**src/rtl/mul_pkg.sv**
```systemverilog
// Shared definitions for the iterative Booth multiplier: op encoding,
// controller states and the radix-4 iteration count helper.
package mul_pkg;

    localparam logic [1:0] MUL_OP_MUL    = 2'b00;
    localparam logic [1:0] MUL_OP_MULH   = 2'b01;
    localparam logic [1:0] MUL_OP_MULHSU = 2'b10;
    localparam logic [1:0] MUL_OP_MULHU  = 2'b11;

    typedef enum logic [1:0] {
        ST_IDLE = 2'd0,
        ST_BUSY = 2'd1,
        ST_DONE = 2'd2
    } state_t;

    // Radix-4 steps needed for a width-bit operand extended by two guard bits.
    function automatic int iter_count(input int width);
        return (width + 2) / 2;
    endfunction

endpackage

```
**src/rtl/gen_partial_product.sv**
```systemverilog
// Radix-4 Booth partial-product generator.
// o_pp carries the selected multiple (one's complement when negative) with its
// top bit inverted; the signed value is {~o_pp[W], o_pp[W-1:0]} + o_sign.
module gen_partial_product #(
    parameter int WIDTH = 66
) (
    input  logic [WIDTH-1:0] i_mcand,
    input  logic [2:0]       i_triplet,
    output logic [WIDTH:0]   o_pp,
    output logic             o_sign
);

    logic [WIDTH:0] w_ext;
    logic [WIDTH:0] w_mag;
    logic [WIDTH:0] w_val;
    logic           w_neg;

    assign w_ext = {i_mcand[WIDTH-1], i_mcand};

    // Decode the triplet into a multiple of {0, 1, 2} and a negate flag.
    always_comb begin
        w_mag = '0;
        w_neg = 1'b0;
        case (i_triplet)
            3'b001, 3'b010: w_mag = w_ext;
            3'b011:         w_mag = w_ext << 1;
            3'b100: begin
                w_mag = w_ext << 1;
                w_neg = 1'b1;
            end
            3'b101, 3'b110: begin
                w_mag = w_ext;
                w_neg = 1'b1;
            end
            default: begin
                w_mag = '0;
                w_neg = 1'b0;
            end
        endcase
    end

    assign w_val  = w_neg ? ~w_mag : w_mag;
    assign o_pp   = {~w_val[WIDTH], w_val[WIDTH-1:0]};
    assign o_sign = w_neg;

endmodule

```
**src/rtl/booth_mul_iter.sv**
```systemverilog
// Iterative radix-4 Booth multiplier for MUL/MULH/MULHSU/MULHU/MULW.
// One Booth digit per BUSY cycle; the accumulator shifts right by two each step
// so every partial product is added at the same fixed position.
//
//   state | meaning
//   IDLE  | in_ready high, waiting for a request
//   BUSY  | one Booth iteration per clock
//   DONE  | out_valid high, result held until out_ready
module booth_mul_iter
    import mul_pkg::*;
#(
    parameter int WIDTH = 64
) (
    input  logic             clk,
    input  logic             rst_n,
    input  logic             flush,
    input  logic             in_valid,
    output logic             in_ready,
    input  logic [1:0]       op,
    input  logic             is_word,
    input  logic [WIDTH-1:0] src1,
    input  logic [WIDTH-1:0] src2,
    output logic             out_valid,
    input  logic             out_ready,
    output logic [WIDTH-1:0] result
);

    localparam int E          = WIDTH + 2;
    localparam int ITERS      = iter_count(WIDTH);
    localparam int WW         = (WIDTH >= 32) ? 32 : WIDTH;
    localparam int WORD_ITERS = iter_count(WW);
    // A word op runs fewer steps, so its product ends up left of bit 0 by
    // two bits for every step it skipped.
    localparam int WSH        = 2 * (ITERS - WORD_ITERS);
    localparam int CW         = $clog2(ITERS + 1);

    state_t          r_state;
    logic [E-1:0]    r_mcand;
    logic [E-1:0]    r_mplr;
    logic            r_prev;
    logic [2*E-1:0]  r_acc;
    logic [CW-1:0]   r_cnt;
    logic [1:0]      r_op;
    logic            r_word;

    logic [E-1:0]    w_mcand_ext;
    logic [E-1:0]    w_mplr_ext;
    logic [E:0]      w_pp;
    logic            w_pp_sign;
    logic [E+1:0]    w_pp_ext;
    logic [E+1:0]    w_upper;
    logic [2*E-1:0]  w_acc_next;

    // Operand extension selected by op / is_word at the accept edge.
    always_comb begin
        w_mcand_ext = E'(src1);
        w_mplr_ext  = E'(src2);
        if (is_word) begin
            w_mcand_ext = E'($signed(src1[WW-1:0]));
            w_mplr_ext  = E'($signed(src2[WW-1:0]));
        end else begin
            if (op == MUL_OP_MULH || op == MUL_OP_MULHSU)
                w_mcand_ext = E'($signed(src1));
            if (op == MUL_OP_MULH)
                w_mplr_ext = E'($signed(src2));
        end
    end

    gen_partial_product #(
        .WIDTH (E)
    ) u_gen_pp (
        .i_mcand   (r_mcand),
        .i_triplet ({r_mplr[1:0], r_prev}),
        .o_pp      (w_pp),
        .o_sign    (w_pp_sign)
    );

    // Add the partial product to the upper half, then shift right by two.
    always_comb begin
        w_pp_ext   = {{2{~w_pp[E]}}, w_pp[E-1:0]};
        w_upper    = {{2{r_acc[2*E-1]}}, r_acc[2*E-1:E]} + w_pp_ext
                     + (E+2)'(w_pp_sign);
        w_acc_next = {w_upper, r_acc[E-1:2]};
    end

    // Controller, operand registers, accumulator and iteration down-counter.
    always_ff @(posedge clk or negedge rst_n) begin
        if (!rst_n) begin
            r_state <= ST_IDLE;
            r_mcand <= '0;
            r_mplr  <= '0;
            r_prev  <= 1'b0;
            r_acc   <= '0;
            r_cnt   <= '0;
            r_op    <= '0;
            r_word  <= 1'b0;
        end else if (flush) begin
            r_state <= ST_IDLE;
        end else begin
            case (r_state)
                ST_IDLE: begin
                    if (in_valid) begin
                        r_mcand <= w_mcand_ext;
                        r_mplr  <= w_mplr_ext;
                        r_prev  <= 1'b0;
                        r_acc   <= '0;
                        r_cnt   <= is_word ? CW'(WORD_ITERS) : CW'(ITERS);
                        r_op    <= op;
                        r_word  <= is_word;
                        r_state <= ST_BUSY;
                    end
                end
                ST_BUSY: begin
                    r_acc  <= w_acc_next;
                    r_mplr <= r_mplr >> 2;
                    r_prev <= r_mplr[1];
                    r_cnt  <= r_cnt - CW'(1);
                    if (r_cnt == CW'(1))
                        r_state <= ST_DONE;
                end
                ST_DONE: begin
                    if (out_ready)
                        r_state <= ST_IDLE;
                end
                default: r_state <= ST_IDLE;
            endcase
        end
    end

    assign in_ready  = (r_state == ST_IDLE);
    assign out_valid = (r_state == ST_DONE);

    // Result slice straight from the accumulator, which is frozen in DONE.
    always_comb begin
        if (r_word)
            result = WIDTH'($signed(r_acc[WSH +: WW]));
        else if (r_op == MUL_OP_MUL)
            result = r_acc[WIDTH-1:0];
        else
            result = r_acc[2*WIDTH-1:WIDTH];
    end

endmodule

```
**config.mk**
```make
export PLATFORM = sky130hd
export DESIGN_NAME = booth_mul_iter
export DESIGN_NICKNAME = d
export VERILOG_FILES = /design/src/rtl/mul_pkg.sv /design/src/rtl/gen_partial_product.sv /design/src/rtl/booth_mul_iter.sv
export SDC_FILE = /design/constraint.sdc
export NUM_CORES = 1
export LEC_CHECK = 0
export CAP_MARGIN = 25
export CORE_MARGIN = 2
export CORE_UTILIZATION = 59
export DETAILED_ROUTE_END_ITERATION = 6
export GPL_TIMING_DRIVEN = 0
export PLACE_DENSITY = 0.82
export SYNTH_ARGS = -nofsm -noshare
export SYNTH_HDL_FRONTEND = slang
export SYNTH_HIERARCHICAL = 1
export SYNTH_SLANG_ARGS = --single-unit
```
**constraint.sdc**
```tcl
create_clock -name clk -period 6.1 [get_ports clk]
set_clock_uncertainty 0.2 [all_clocks]
set_input_delay 0.915 -clock clk [delete_from_list [all_inputs] [get_ports clk]]
set_output_delay 0.915 -clock clk [all_outputs]
set_load 0.1 [all_outputs]
```
==> results by group, run 1 <==
Yosys
  – Top cells by count, synth: nand2_1, a21oi_1, dfrtp_1
  – Area contributors post-synth: dfrtp_1, nand2_1, a21oi_1
  – Seq/Total Area, Yosys: 34.5%
  – Post-Synth Adder-Cell Area: 4.80%
  – Synth Area in Compound Gates: 30.6%
  – Total number of yosys warnings: 6
  – Multiplexer area fraction after synthesis: 4.99%
  – EDFF count, synth: 0
  – Mapped Cells: 2404
  – Share of Yosys cell area claimed by the top area cell type: 34.5%
  – Largest family of logic cells by synthesized area: compound AO/OA/AOI/OAI gates
  – Synth cell types: 86
  – Async set or reset register ratio after synthesis: 100%
  – Syn avg cell area: 8.26 um2
  – Syn Std Cell Area: 19900 um2
  – Cell with the most instances after synthesis: nand2_1
  – Yosys reg bits: 274
  – Post-Synth XOR/XNOR Area: 2.29%
  – Post-Synth Simple-Gate Area: 17.1%
  – Post-Syn Nets: 2615
  – Largest area contributor in the netlist: dfrtp_1
  – Synth Flop Type: dfrtp_1

Floorplanning
  – Die area: 35200 um2
  – Vert. Die Dim: 188 um
  – Core ar.: 33400 um2
  – Die width: 188 um
  – # IOs: 202
  – Row count: 67
  – Initial Util: 59.5%

Place
  – Placed Cells incl. Taps: 3055
  – Final RePlAce weighted congestion: 0.968
  – Post-Place Cell Area: 22500 um2
  – DP Wirelength: 50.4 mm
  – Buffers on Ports: 201

Route
  – Drt via density: 6.38
  – Post-route DRC: 0
  – Via count: 19.9k
  – Wirelength, routed: 66.3 mm
  – Wirelength per Cell: 21.3 um
  – Antenna viol nets, final: 0
  – DR pass1 iterations: 6
  – Initial detailed-routing violation count: 1699

Worst setup path
  – Setup crit start kind: flop
  – Max FO, Critical Path: 10
  – Data arrival, critical path: 4.41 ns
  – Worst Path Required: 4.98 ns
  – Worst R2R Setup Slack: 0.88 ns
  – Reg-to-reg endpoint: r_acc[124]
  – Worst reg2reg startpoint: r_mplr[0]
  – Critical path class: flop to primary output
  – CP endpoint kind: primary output
  – R2R cell count: 19

Hold path
  – HP Class: primary input to async pin

GRT
  – Pin count of the biggest net entering global routing: 115
  – Gr ovfl total: 0
  – All-Layer GR Usage: 36.7%
  – Initial antenna violation count: 2
  – First-pass GRT wire length: 102 mm
  – Vias in the first global route: 18.7k

Clocking
  – # resized after CTS: 0
  – CTS tree: done
  – Skew-Pair Late Insertion Delay: 0.58 ns
  – Clock tree buffer depth: 3
  – Clk slew on worst S/H paths: 0.06 ns
  – Depth of the CTS H-tree: 1
  – TritonCTS Buffers: 31
  – CTS Sinks: 274
  – Post-CTS Hold Fix Bufs: 0
  – Setup Buffers After CTS: 0
  – Root buffer cell: clkbuf_16

STA
  – Max Slew Vio Count: 0
  – Worst slew margin: 30.4%
  – Final Cycle Share: 90.5%
  – Hold Vio Cnt, Final: 0
  – Slew @ Worst Pin: 1.04 ns
  – Unrepaired setup endpoints after global routing: false
  – Crit path time final: 5.52 ns
  – Max Fclk: 181 MHz
  – Final setup vio count: 0

Finish
  – Diode count: 0
  – Post-Layout Cell Count: 3112
  – Layout net count: 2852
  – Filler cells: 2760
  – Area Growth Syn to Fin: 18.5%
  – Post-route cell area: 23600 um2
  – Share of post-route cells with drive strength above 1: 7.62%

Run
  – Maxcap violations: 0

Status
  – Status: completed
==> final cells by class <==
cell class | count | area (um2) | share of cell area [%]
multi-input combinational | 1891 | 11900 | 50.4
sequential | 274 | 6860 | 29.1
timing repair buffer | 204 | 2080 | 8.82
buffer | 213 | 1040 | 4.41
clock buffer | 38 | 832 | 3.53
tap | 448 | 561 | 2.38
clock inverter | 18 | 215 | 0.914
inverter | 26 | 97.6 | 0.414
==> metrics by stage <==
step / TNS [ns] / util (%) / setup WS, ns / hold WS (ns)
after CTS: 0 / 70.6 / 0.641 / 0.164
after global placement: -2066.31 / 67.3 / -7.57 / 0.266
after detailed placement: 0 / 67.4 / 1.02 / 0.293
final: 0 / 70.6 / 0.580 / 0.136
after floorplan: 0 / - / 1.37 / 0.247
after global routing: 0 / 70.6 / 0.460 / 0.198
==> critical path, cell delays in order, from the launching register on <==
cell,delay [ns]
dfrtp_1,0.40
nor2_1,0.63
clkbuf_1,0.39
buf_1,0.65
mux2i_1,0.30
o21ai_0,0.23
clkdlybuf4s50_1,1.20
==> cells in the final DEF (no fill, tap or decap), drive strengths merged, types with 7 or more instances in the layout <==
| master | n |
|---|---|
| a211oi | 36 |
| a21o | 30 |
| a21oi | 291 |
| a22o | 69 |
| a22oi | 67 |
| a2bb2oi | 64 |
| a31oi | 41 |
| and3 | 31 |
| buf | 68 |
| clkbuf | 181 |
| clkdlybuf4s50 | 200 |
| clkinvlp | 7 |
| dfrtp | 274 |
| ha | 73 |
| inv | 27 |
| mux2i | 98 |
| nand2 | 397 |
| nand3 | 14 |
| nand4 | 32 |
| nor2 | 200 |
| nor2b | 43 |
| nor3 | 17 |
| nor4 | 8 |
| o21a | 9 |
| o21ai | 204 |
| o21bai | 14 |
| o31ai | 7 |
| or3 | 8 |
| xnor2 | 25 |
| xor2 | 27 |
==> kinds of logic after synthesis <==
kind of cell               count (synthesis)
AOI/OAI and AO/OA                        886
xor gates and xnor gates                  52
adders and majority gates                 75
buffers and inverters                    239
DFF                                      274
muxes                                     99
and+or+nand+nor                          779
==> per-layer routing <==
layer	vias to the layer above	GRT usage (%)	share of wire, %
met5	-	0	0.039
met4	4	17.3	5.4
met3	201	6.57	7.1
met2	860	60.5	47
met1	9651	47.1	40
li1	9148	-	-
==> flip-flops by register name (all words and copies together), names as in the netlist <==
signal and cells:
r_mplr 65, r_mcand 65, r_cnt 6, r_op 2, r_acc 132, r_state 2, r_prev 1, r_word 1
==> worst max-delay path by stage <==
stage | cells after the start | slack (ns) | from | end
finish | 6 | 0.58 | r_op[0] | result[23]
global route | 6 | 0.46 | r_op[0] | result[23]
detailed placement | 19 | 1.02 | r_mplr[0] | r_acc[124]
global placement | 1 | -7.57 | rst_n | r_mcand[51]
floorplan | 5 | 1.37 | r_op[1] | result[14]
CTS | 6 | 0.64 | r_op[0] | result[23]
Power of run 1 is not shown: default switching activity piles up to over one toggle a cycle in this logic, so the estimate is an artifact.
==> inputs of run 2 (changes only) <==
CTS_BUF_LIST = sky130_fd_sc_hd__clkbuf_4 sky130_fd_sc_hd__clkbuf_8 sky130_fd_sc_hd__clkbuf_16   (was default)
==> results by group, run 2 (same netlist as run 1, synthesis figures left out) <==
Status
  – Status: completed

STA
  – Max Fclk: 181 MHz
  – Minimum hold slack: 0.133 ns
  – Max Slew Vio Count: 0
  – Worst slew margin: 30.5%
  – Final setup vio count: 0
  – Setup ws final: 0.563 ns
  – Slew @ Worst Pin: 1.04 ns
  – Unrepaired setup endpoints after global routing: false
  – Hold Vio Cnt, Final: 0
  – Crit path time final: 5.54 ns
  – Final Cycle Share: 90.8%

Place
  – Buffers on Ports: 201
  – Final RePlAce weighted congestion: 0.968
  – Placed Cells incl. Taps: 3055
  – DP Wirelength: 50.4 mm
  – Setup slack after placement: 1.02 ns

GRT
  – Initial antenna violation count: 2
  – First-pass GRT wire length: 102 mm
  – All-Layer GR Usage: 36.7%
  – Pin count of the biggest net entering global routing: 115
  – Gr ovfl total: 0
  – Vias in the first global route: 18.7k

Clocking
  – Setup Buffers After CTS: 0
  – Depth of the CTS H-tree: 1
  – CTS tree: done
  – CTS Sinks: 274
  – TritonCTS Buffers: 31
  – Root buffer cell: clkbuf_16
  – Skew-Pair Late Insertion Delay: 0.58 ns
  – Clk slew on worst S/H paths: 0.06 ns
  – Clock tree buffer depth: 3
  – Post-CTS Hold Fix Bufs: 0
  – # resized after CTS: 0

Route
  – Wirelength per Cell: 21.3 um
  – DR pass1 iterations: 6
  – Via count: 19.8k
  – Met3 wire length: 4.86 mm
  – Met2 routed WL: 31.3 mm
  – Post-route DRC: 0
  – Wirelength, routed: 66.4 mm
  – DRT met1 WL: 26.6 mm
  – Initial detailed-routing violation count: 1780
  – Top Layer Used: met5
  – Drt via density: 6.36
  – Antenna viol nets, final: 0

Worst setup path
  – Max FO, Critical Path: 10
  – Data arrival, critical path: 4.42 ns
  – Crit path from: r_op[0]
  – Setup crit start kind: flop
  – WP buf/inv: 3
  – Crit-path slowest cell: clkdlybuf4s50_1
  – CP endpoint kind: primary output
  – Delay-heaviest family, CP: buffers and inverters
  – Worst reg2reg startpoint: r_mplr[0]
  – Worst stage delay on the critical path: 1.20 ns
  – Critical path class: flop to primary output
  – Worst Path Required: 4.98 ns
  – Critical-path cell list: nor2_1 -> clkbuf_1 -> buf_1 -> mux2i_1 -> o21ai_0 -> clkdlybuf4s50_1

Finish
  – Most frequent cells in the layout: nand2_1, a21oi_1, dfrtp_1, nor2_1, clkdlybuf4s50_1
  – Final Core Density: 70.6%
  – Diode count: 0
  – Layout net count: 2852
  – Largest reg by FF count: r_acc
  – Filler cells: 2760
  – Most common cell after layout, fill and taps aside: nand2_1
  – Share of post-route cells with drive strength above 1: 7.77%
  – Max reg flops: 132
  – Area Growth Syn to Fin: 18.6%
  – Post-Layout Cell Count: 3112
  – Largest registers: r_acc x132, r_mcand x65, r_mplr x65

Floorplanning
  – # IOs: 202
  – Vert. Die Dim: 188 um
  – Die width: 188 um
  – Row count: 67
  – Die area: 35200 um2
  – Initial Util: 59.5%
  – Core ar.: 33400 um2

Hold path
  – HP Class: primary input to async pin

Run
  – Maxcap violations: 0
run 2: cell counts in the layout (fill, tap and decap cells not counted):
Identical to the previous run, type by type.
run 2: path summary, 6_finish.rpt:
path | slack, ns | endpoint | cells after the start
worst max register to register | 0.90 | r_acc[124] | 19
worst min-delay path | 0.13 | r_acc[13] | 1
worst min register to register | 0.31 | r_acc[128] | 1
max in group asynchronous | 4.52 | r_mcand[54] | 2
worst max-delay path | 0.56 | result[23] | 6
min in group clk | 0.31 | r_acc[128] | 1
run 2: cell type report:
cell class	instances	area (um2)	share of cell area [%]
sequential	274	6860	29.1
buffer	213	1040	4.41
clock buffer	38	847	3.59
tap	448	561	2.38
inverter	26	97.6	0.414
timing repair buffer	204	2080	8.81
multi-input combinational	1891	11900	50.4
clock inverter	18	215	0.913
run 2: worst reg2reg max path, stage by stage, from the launching register on:
cell and delay [ns]:
dfrtp_1 0.51, inv_1 0.11, ha_1 0.29, buf_4 0.19, buf_4 0.21, buf_2 0.29, nand2_1 0.18, xnor2_1 0.22
fa_1 0.28, inv_1 0.07, fa_1 0.36, and2b_1 0.27, o31ai_2 0.10, a31o_4 0.26, a2111oi_4 0.37, o21ai_2 0.13
a211o_4 0.41, a311oi_1 0.37, or3_1 0.16, nand3_1 0.07
run 2: through the flow:
stage | TNS, ns | area (um2)
after floorplan | 0 | 19900
after global placement | -2066.31 | 22400
after detailed placement | 0 | 22500
after CTS | 0 | 23600
after global routing | 0 | 23600
final | 0 | 23600
run 2: per-layer routing:
layer	up-vias	global-route usage [%]
met4	4	17.4
met2	861	60.5
li1	9166	-
met5	-	0
met1	9556	47.1
met3	209	6.53
Power of run 2 is left out for the same reason.
==> edit (settings of run 2) <==
`WIDTH`: 64 -> 32.
--- a/src/rtl/booth_mul_iter.sv
+++ b/src/rtl/booth_mul_iter.sv
@@ -9,7 +9,7 @@
 module booth_mul_iter
     import mul_pkg::*;
 #(
-    parameter int WIDTH = 64
+    parameter int WIDTH = 32
 ) (
     input  logic             clk,
     input  logic             rst_n,
Ports: changed (resized result, src1 and src2); port bits go from 202 to 106. No check against the original RTL was run, so the function may have changed too.
==> edit against run 2 <==
- sequential cell count shrank 129
- setup slack gained 0.82 ns
- sequential share of layout area grew 2.5 points
- design area shrank 51%
- count of clock-buffer cells in the layout shrank 21
- cell count shrank 57%
- fmax grew 17%
- area after synthesis shrank 52%
- wire length shrank 62%
==> edit: results <==
{
  "outcome": "complete, no violations",
  "clkTransAtPathRegs_ns": 0.07,
  "cts_buffer_depth": 2,
  "syn_to_final_growth_pct": 20.3,
  "r2r-start": "r_prev$_DFFE_PN0P_",
  "seq_area_share_pct": 31.6,
  "synth_xor_area_share_pct": 2.75,
  "grt_pass1_wl_um": 41200,
  "rr_endpoint": "r_acc[64]$_DFFE_PN0P_",
  "grtUsageMet2_pct": 48.2,
  "yosysUniqueCellTypes": 65,
  "finalSetupViolations": 0,
  "synth-compound-area-share_pct": 25.1,
  "use_met1_pct": 38.8,
  "wl_met1_um": 11000,
  "clk_latency_ns": 0.44,
  "place.gp.congestion": 0.930,
  "drt_first_iter_violations": 743,
  "synthMuxAreaShare_pct": 11.3,
  "cp_max_fo": 4,
  "grt_max_degree": 84,
  "num-fill-cells": 1197,
  "wl_met3_um": 1240,
  "synth_fp_nets": 1109,
  "clk_share_pct": 5.12,
  "slew_headroom_pct": 31.9,
  "synthTopCellsByArea": "dfrtp_1 38%, mux2_2 7.8%, ha_1 5.4%",
  "grtUsageMet3_pct": 5.90,
  "antennaDiodeCount": 0,
  "antenna_found_initial": 0,
  "grt_pass1_vias": 8137,
  "ys_ff_latch": 145,
  "nNetsFinal": 1234,
  "viasPerCell": 6.26,
  "layout-drive-gt1-share_pct": 12.3,
  "dpl_worst_slack_ns": 1.50,
  "multi_input_area_sq_mm": 0.00540,
  "hpwl_um": 18000,
  "dr_wl_met2_um": 11900,
  "highest_layer": "met4",
  "htreeDepth": 4,
  "worst-r2r-cell-count": 16,
  "wl_um": 25000,
  "inverters": 36,
  "multi_input_gates": 734,
  "synth_fa_ha_area_share_pct": 5.79,
  "slowest_stage": "or4_1",
  "yosysSeqAreaShare_pct": 38.0,
  "grtUsageTotal_pct": 29.7,
  "nClkBuffers": 17,
  "buffers": 185,
  "reg2reg_slack_ns": 1.38,
  "port_buffers": 105,
  "synth_common_cells": "145 x dfrtp_1, 86 x nand2_1, 66 x mux2_2",
  "buf_share_pct": 12.8,
  "slowest_delay_ns": 0.43,
  "reg_top3": "r_acc x68, r_mcand x33, r_mplr x33",
  "ctsResizeCount": 0,
  "worstPathArrival_ns": 4.89
}
==> edit: changes by cell type in the layout (fill, tap and decap cells not counted), moves of 34 or more <==
cell             before  now
clkdlybuf4s50_1     200  104
nor2_1              200   42
nor2b_1              43    6
mux2_2                1   66
a21oi_1             288   36
clkbuf_1            141   45
mux2i_1              98   34
nand2_1             397   86
dfrtp_1             274  145
o21ai_0             114   50
a22o_1               69   35
a2bb2oi_2            60    0
o21ai_1              86   32
==> edit: worst max path at each step <==
stage / from / end / depth (start not counted)
6_report: r_prev$_DFFE_PN0P_ / r_acc[64]$_DFFE_PN0P_ / 16
5_1_grt: r_prev$_DFFE_PN0P_ / r_acc[64]$_DFFE_PN0P_ / 16
3_3_place_gp: rst_n / r_word$_DFFE_PN0P_ / 1
2_1_floorplan: r_word$_DFFE_PN0P_ / result[3] / 3
4_1_cts: r_op[1]$_DFFE_PN0P_ / result[21] / 4
3_5_place_dp: r_prev$_DFFE_PN0P_ / r_acc[64]$_DFFE_PN0P_ / 16
==> edit: per-stage QoR <==
stage               setup TNS, ns  hold slack (ns)  cells  power [W]
CTS                             0            0.283   1348    0.00552
detailed placement              0            0.272   1316    0.00443
finish                          0            0.261   1348    0.00554
global placement          -268.23            0.265   1315    0.00437
global route                    0            0.302   1348    0.00590
floorplan                       0            0.248    994    0.00372
==> edit: worst max-delay path, delay by kind of cell (launching register included) <==
| kind | cells | cell delay, ns |
|---|---|---|
| adders and majority gates | 3 | 0.91 |
| xor gates and xnor gates | 1 | 0.39 |
| buffers and inverters | 2 | 0.15 |
| and+or+nand+nor | 4 | 1.13 |
| DFF | 1 | 0.40 |
| AOI/OAI and AO/OA | 6 | 1.47 |
